File: src/rtl/rx_cmd_ctrl.sv
// Command sequencer behind the UART receiver: decodes opcode/operand frames into
// register-file writes/reads and ALU operations, and streams results toward TX.
module rx_cmd_ctrl #(
  parameter int Data_Width = 8,
  parameter int Addr_Width = 4,
  parameter int Fun_Width  = 4
) (
  input  logic                    CLK,
  input  logic                    RST,
  input  logic                    RX_D_VLD,
  input  logic [Data_Width-1:0]   RX_P_DATA,
  input  logic                    RX_ERR,
  output logic                    RF_WrEn,
  output logic                    RF_RdEn,
  output logic [Addr_Width-1:0]   RF_Address,
  output logic [Data_Width-1:0]   RF_WrData,
  input  logic [Data_Width-1:0]   RF_RdData,
  input  logic                    RF_RdData_VLD,
  output logic                    ALU_EN,
  output logic [Fun_Width-1:0]    ALU_FUN,
  input  logic [2*Data_Width-1:0] ALU_OUT,
  input  logic                    ALU_OUT_VLD,
  output logic                    CLK_GATE_EN,
  output logic [Data_Width-1:0]   TX_P_DATA,
  output logic                    TX_D_VLD,
  input  logic                    TX_FULL
);

  localparam logic [Data_Width-1:0] OPC_RF_WR   = Data_Width'(8'hAA);
  localparam logic [Data_Width-1:0] OPC_RF_RD   = Data_Width'(8'hBB);
  localparam logic [Data_Width-1:0] OPC_ALU_OP  = Data_Width'(8'hCC);
  localparam logic [Data_Width-1:0] OPC_ALU_NOP = Data_Width'(8'hDD);

  typedef enum logic [3:0] {
    ST_IDLE     = 4'd0,
    ST_WR_ADDR  = 4'd1,
    ST_WR_DATA  = 4'd2,
    ST_RD_ADDR  = 4'd3,
    ST_RD_WAIT  = 4'd4,
    ST_OP_A     = 4'd5,
    ST_OP_B     = 4'd6,
    ST_ALU_FUN  = 4'd7,
    ST_ALU_WAIT = 4'd8,
    ST_TX_RD    = 4'd9,
    ST_TX_LO    = 4'd10,
    ST_TX_HI    = 4'd11
  } state_t;

  state_t                  state_r;
  logic [Addr_Width-1:0]   addr_r;
  logic [Data_Width-1:0]   rd_data_r;
  logic [2*Data_Width-1:0] alu_res_r;

  // Command FSM; every output is a register updated here.
  always_ff @(posedge CLK or negedge RST) begin
    if (!RST) begin
      state_r     <= ST_IDLE;
      addr_r      <= '0;
      rd_data_r   <= '0;
      alu_res_r   <= '0;
      RF_WrEn     <= 1'b0;
      RF_RdEn     <= 1'b0;
      RF_Address  <= '0;
      RF_WrData   <= '0;
      ALU_EN      <= 1'b0;
      ALU_FUN     <= '0;
      CLK_GATE_EN <= 1'b0;
      TX_P_DATA   <= '0;
      TX_D_VLD    <= 1'b0;
    end else begin
      RF_WrEn  <= 1'b0;
      RF_RdEn  <= 1'b0;
      ALU_EN   <= 1'b0;
      TX_D_VLD <= 1'b0;
      // A corrupted frame abandons whatever command is in flight.
      if (RX_D_VLD && RX_ERR) begin
        state_r     <= ST_IDLE;
        CLK_GATE_EN <= 1'b0;
      end else begin
        case (state_r)
          ST_IDLE: begin
            if (RX_D_VLD) begin
              case (RX_P_DATA)
                OPC_RF_WR:   state_r <= ST_WR_ADDR;
                OPC_RF_RD:   state_r <= ST_RD_ADDR;
                OPC_ALU_OP:  state_r <= ST_OP_A;
                OPC_ALU_NOP: state_r <= ST_ALU_FUN;
                default:     state_r <= ST_IDLE;
              endcase
            end
          end
          ST_WR_ADDR: begin
            if (RX_D_VLD) begin
              addr_r  <= RX_P_DATA[Addr_Width-1:0];
              state_r <= ST_WR_DATA;
            end
          end
          ST_WR_DATA: begin
            if (RX_D_VLD) begin
              RF_WrEn    <= 1'b1;
              RF_Address <= addr_r;
              RF_WrData  <= RX_P_DATA;
              state_r    <= ST_IDLE;
            end
          end
          ST_RD_ADDR: begin
            if (RX_D_VLD) begin
              RF_RdEn    <= 1'b1;
              RF_Address <= RX_P_DATA[Addr_Width-1:0];
              state_r    <= ST_RD_WAIT;
            end
          end
          ST_RD_WAIT: begin
            if (RF_RdData_VLD) begin
              rd_data_r <= RF_RdData;
              state_r   <= ST_TX_RD;
            end
          end
          ST_OP_A: begin
            if (RX_D_VLD) begin
              RF_WrEn    <= 1'b1;
              RF_Address <= '0;
              RF_WrData  <= RX_P_DATA;
              state_r    <= ST_OP_B;
            end
          end
          ST_OP_B: begin
            if (RX_D_VLD) begin
              RF_WrEn    <= 1'b1;
              RF_Address <= Addr_Width'(1);
              RF_WrData  <= RX_P_DATA;
              state_r    <= ST_ALU_FUN;
            end
          end
          ST_ALU_FUN: begin
            if (RX_D_VLD) begin
              ALU_EN      <= 1'b1;
              ALU_FUN     <= RX_P_DATA[Fun_Width-1:0];
              CLK_GATE_EN <= 1'b1;
              state_r     <= ST_ALU_WAIT;
            end
          end
          ST_ALU_WAIT: begin
            if (ALU_OUT_VLD) begin
              alu_res_r <= ALU_OUT;
              state_r   <= ST_TX_LO;
            end
          end
          ST_TX_RD: begin
            if (!TX_FULL) begin
              TX_D_VLD  <= 1'b1;
              TX_P_DATA <= rd_data_r;
              state_r   <= ST_IDLE;
            end
          end
          ST_TX_LO: begin
            // The ALU stays clocked for exactly one cycle past its result.
            CLK_GATE_EN <= 1'b0;
            if (!TX_FULL) begin
              TX_D_VLD  <= 1'b1;
              TX_P_DATA <= alu_res_r[Data_Width-1:0];
              state_r   <= ST_TX_HI;
            end
          end
          ST_TX_HI: begin
            if (!TX_FULL) begin
              TX_D_VLD  <= 1'b1;
              TX_P_DATA <= alu_res_r[2*Data_Width-1:Data_Width];
              state_r   <= ST_IDLE;
            end
          end
          default: begin
            state_r <= ST_IDLE;
          end
        endcase
      end
    end
  end

endmodule
File: config.mk
export PLATFORM = sky130hd
export DESIGN_NAME = rx_cmd_ctrl
export DESIGN_NICKNAME = d
export VERILOG_FILES = /design/src/rtl/rx_cmd_ctrl.sv
export SDC_FILE = /design/constraint.sdc
export NUM_CORES = 1
export LEC_CHECK = 0
export BUFFER_PORTS_ARGS = -buffer_cell sky130_fd_sc_hd__buf_2
export CAP_MARGIN = 15
export CORE_MARGIN = 2
export CORE_UTILIZATION = 47
export CTS_CLUSTER_SIZE = 8
export DETAILED_ROUTE_END_ITERATION = 12
export PLACE_DENSITY_LB_ADDON = 0.15
export SLEW_MARGIN = 10
export SYNTH_ARGS = -nofsm -noshare
export SYNTH_HDL_FRONTEND = slang
export SYNTH_SLANG_ARGS = --single-unit
File: constraint.sdc
create_clock -name CLK -period 5.6 [get_ports CLK]
set_clock_uncertainty 0.1 [all_clocks]
set_input_delay 0.56 -clock CLK [delete_from_list [all_inputs] [get_ports CLK]]
set_output_delay 0.56 -clock CLK [all_outputs]
set_load 0.005 [all_outputs]
==> impl_metrics.ini <==
[critical_path]
cp-startpoint = state_r[0]
cp-endpoint = alu_res_r[14]
endpoint_kind = flip-flop
cp-start-kind = flip-flop
r2r-start = state_r[0]
worstSetupPathType = reg -> reg
reg2reg_slack_ns = 2.95
crit_fanout = 23
r2r-end = alu_res_r[14]
rr_worst_depth = 3
worstPathRequired_ns = 5.72
arrival_ns = 2.77

[global_route]
met2_usage_pct = 27.6
gr-usage-all-layers_pct = 19.6
use_met1_pct = 29.2
grt_first_pass_wirelength_mm = 10.8
grt_overflow = 0
first_global_vias = 2179
grt_busiest_layer = met1
antenna_found_initial = 0
grt_max_degree = 62
met3_usage_pct = 4.67

[drt]
drt_wl_total_mm = 6.10
antenna_left = 0
routedWlPerCell_um = 15.9
via_per_inst = 5.50
drtIter0Drc = 134
drt_first_pass_iters = 4
vias = 2108
drc = 0

[yosys]
synth_common_cells = dfrtp_1 (61), mux2_2 (40), nor2_1 (17), a21oi_1 (13)
synth_top_area_cell = dfrtp_1
yosys.area.top_type_share_pct = 51.9
synth-edff-count = 0
syn-instance-count = 241
yosys_warnings = 0
synth_most_common_cell = dfrtp_1
synth_seq_cells = 61
synth_cell_types = 48
synth_ff_type = dfrtp_1
yosys-top-cells-area = dfrtp_1 (52%), mux2_2 (15%), mux2i_1 (2.7%)
async_flop_share_pct = 100
synth_nets = 280
ys_seq_area_share_pct = 51.9
synth_area_um2 = 2940
synth_area_per_cell_um2 = 12.2

[layout]
final_core_util_pct = 57.5
fillCellCount = 519
area_growth_pct = 17.0
final_area_um2 = 3440
final_cells = 383
num_antenna_cells = 0
drive_above_1_share_pct = 43.8
fin_nets = 343

[clocking]
post_cts_buffers = 0
cts_max_level = 3
cts.clk_slew.worst_paths_ns = 0.07
cts_buffer_depth = 2
cts_resized = 0
clock_tree.root_cell = clkbuf_8
numCtsBuffers = 9
holdBufCountCts = 0
cts_tree = yes
cts_sinks = 61
insertion_delay_ns = 0.34

[sta]
final.setup.worst_slack_ns = 2.95
tns_ns = 0
max_freq_mhz = 377
final.period_utilization_pct = 47.4
tightest_slew_ns = 0.978
slew_headroom_pct = 34.5
fin_crit_ns = 2.65
slew_violations = 0
setup_violations = 0
finalHoldViolCount = 0
rsz0062_at_grt = false

[place]
hpwl_mm = 4.32
port_buffers = 67
place_ws_ns = 2.89
place.gp.congestion = 0.805
detailed_place.area_um2 = 3280
place_inst = 368

[pwr]
power.leakage_nw = 1.72
ir_drop_uv = 199
powerDensity_nw_per_um2 = 266

[floorplan]
die_h_um = 83.1
die_area_um2 = 6910
rows = 28
coreArea_um2 = 5990
initial_utilization_pct = 49.1
die-width_um = 83.1
boundaryPins = 68

[run_status]
status = finished, final reports clean

[worst_hold_path]
hold_class = in -> async

[job]
drv_cap = 0
cells by family (layout without fill, tap and decap cells):
logic type / count (synthesis) / in the layout / share of synthesized area [%]
AO/OA/AOI/OAI: 55 / 55 / 13.1
multiplexers: 48 / 48 / 18.0
AND/OR/NAND/NOR: 55 / 55 / 12.4
buffers and inverters: 20 / 87 / 4.00
flip-flops: 61 / 61 / 51.9
XOR/XNOR: 2 / 2 / 0.595
sequential cells by signal (all words and copies together) (netlist names):
register     flops
ALU_FUN          4
rd_data_r        8
state_r          4
TX_D_VLD         1
RF_Address       4
TX_P_DATA        8
ALU_EN           1
RF_RdEn          1
RF_WrEn          1
CLK_GATE_EN      1
addr_r           4
RF_WrData        8
alu_res_r       16
cells in the final DEF, fill, tap and decap left out, types with 2 or more instances in the layout:
cell and instances:
o31ai_1 3, a2111oi_0 2, and3b_1 2, or3b_2 3
nand2b_1 4, mux2_2 40, a211oi_1 8, buf_2 67
or2_2 2, o21a_1 3, clkinv_2 2, nand2_1 4
xor2_1 2, clkinvlp_4 2, or4_1 2, nand3b_1 2
nor3_1 4, a21oi_1 13, nand4bb_1 2, mux2i_1 8
inv_1 4, o21ai_0 8, nor2_1 17, dfrtp_1 61
nor3b_1 3, a21o_1 8, clkbuf_8 10
power breakdown:
group / internal, mW / switching, mW
logic: 0.0483 / 0.0425
registers: 0.473 / 0.0170
clock network: 0.168 / 0.167
total: 0.689 / 0.226
how the worst min path moves through the flow:
stage	endpoint	slack, ns	cells past startpoint
6_report	RF_RdEn	0.27	2
5_1_grt	rd_data_r[4]	0.34	2
4_1_cts	RF_RdEn	0.31	2
3_5_place_dp	TX_P_DATA[6]	0.37	1
3_3_place_gp	TX_P_DATA[6]	0.36	1
2_1_floorplan	ALU_EN	0.16	0
metrics by stage:
step	hold slack (ns)	total power [mW]
floorplan	0.164	0.541
global placement	0.363	0.587
detailed placement	0.368	0.590
CTS	0.312	0.925
global route	0.340	0.963
finish	0.275	0.916
cell type report:
type / instances / area [µm²] / area share, %
Sequential cell: 61 / 1530 / 44.3
Multi-Input combinational cell: 160 / 1300 / 37.7
Timing Repair Buffer: 68 / 343 / 9.96
Clock buffer: 11 / 141 / 4.11
Tap cell: 75 / 93.8 / 2.73
Clock inverter: 4 / 25.0 / 0.727
Inverter: 4 / 15.0 / 0.436
routing by layer:
layer	routed length [µm]	vias to the layer above
met5	0	-
met4	110	0
met3	355	9
met2	2660	64
met1	2970	1022
li1	-	1013
critical path, stage by stage (launching register included):
cell     delay [ns]
dfrtp_1        0.69
or2_1          0.48
nor4b_4        0.84
mux2_2         0.42
(Power assumes the default switching activity.)
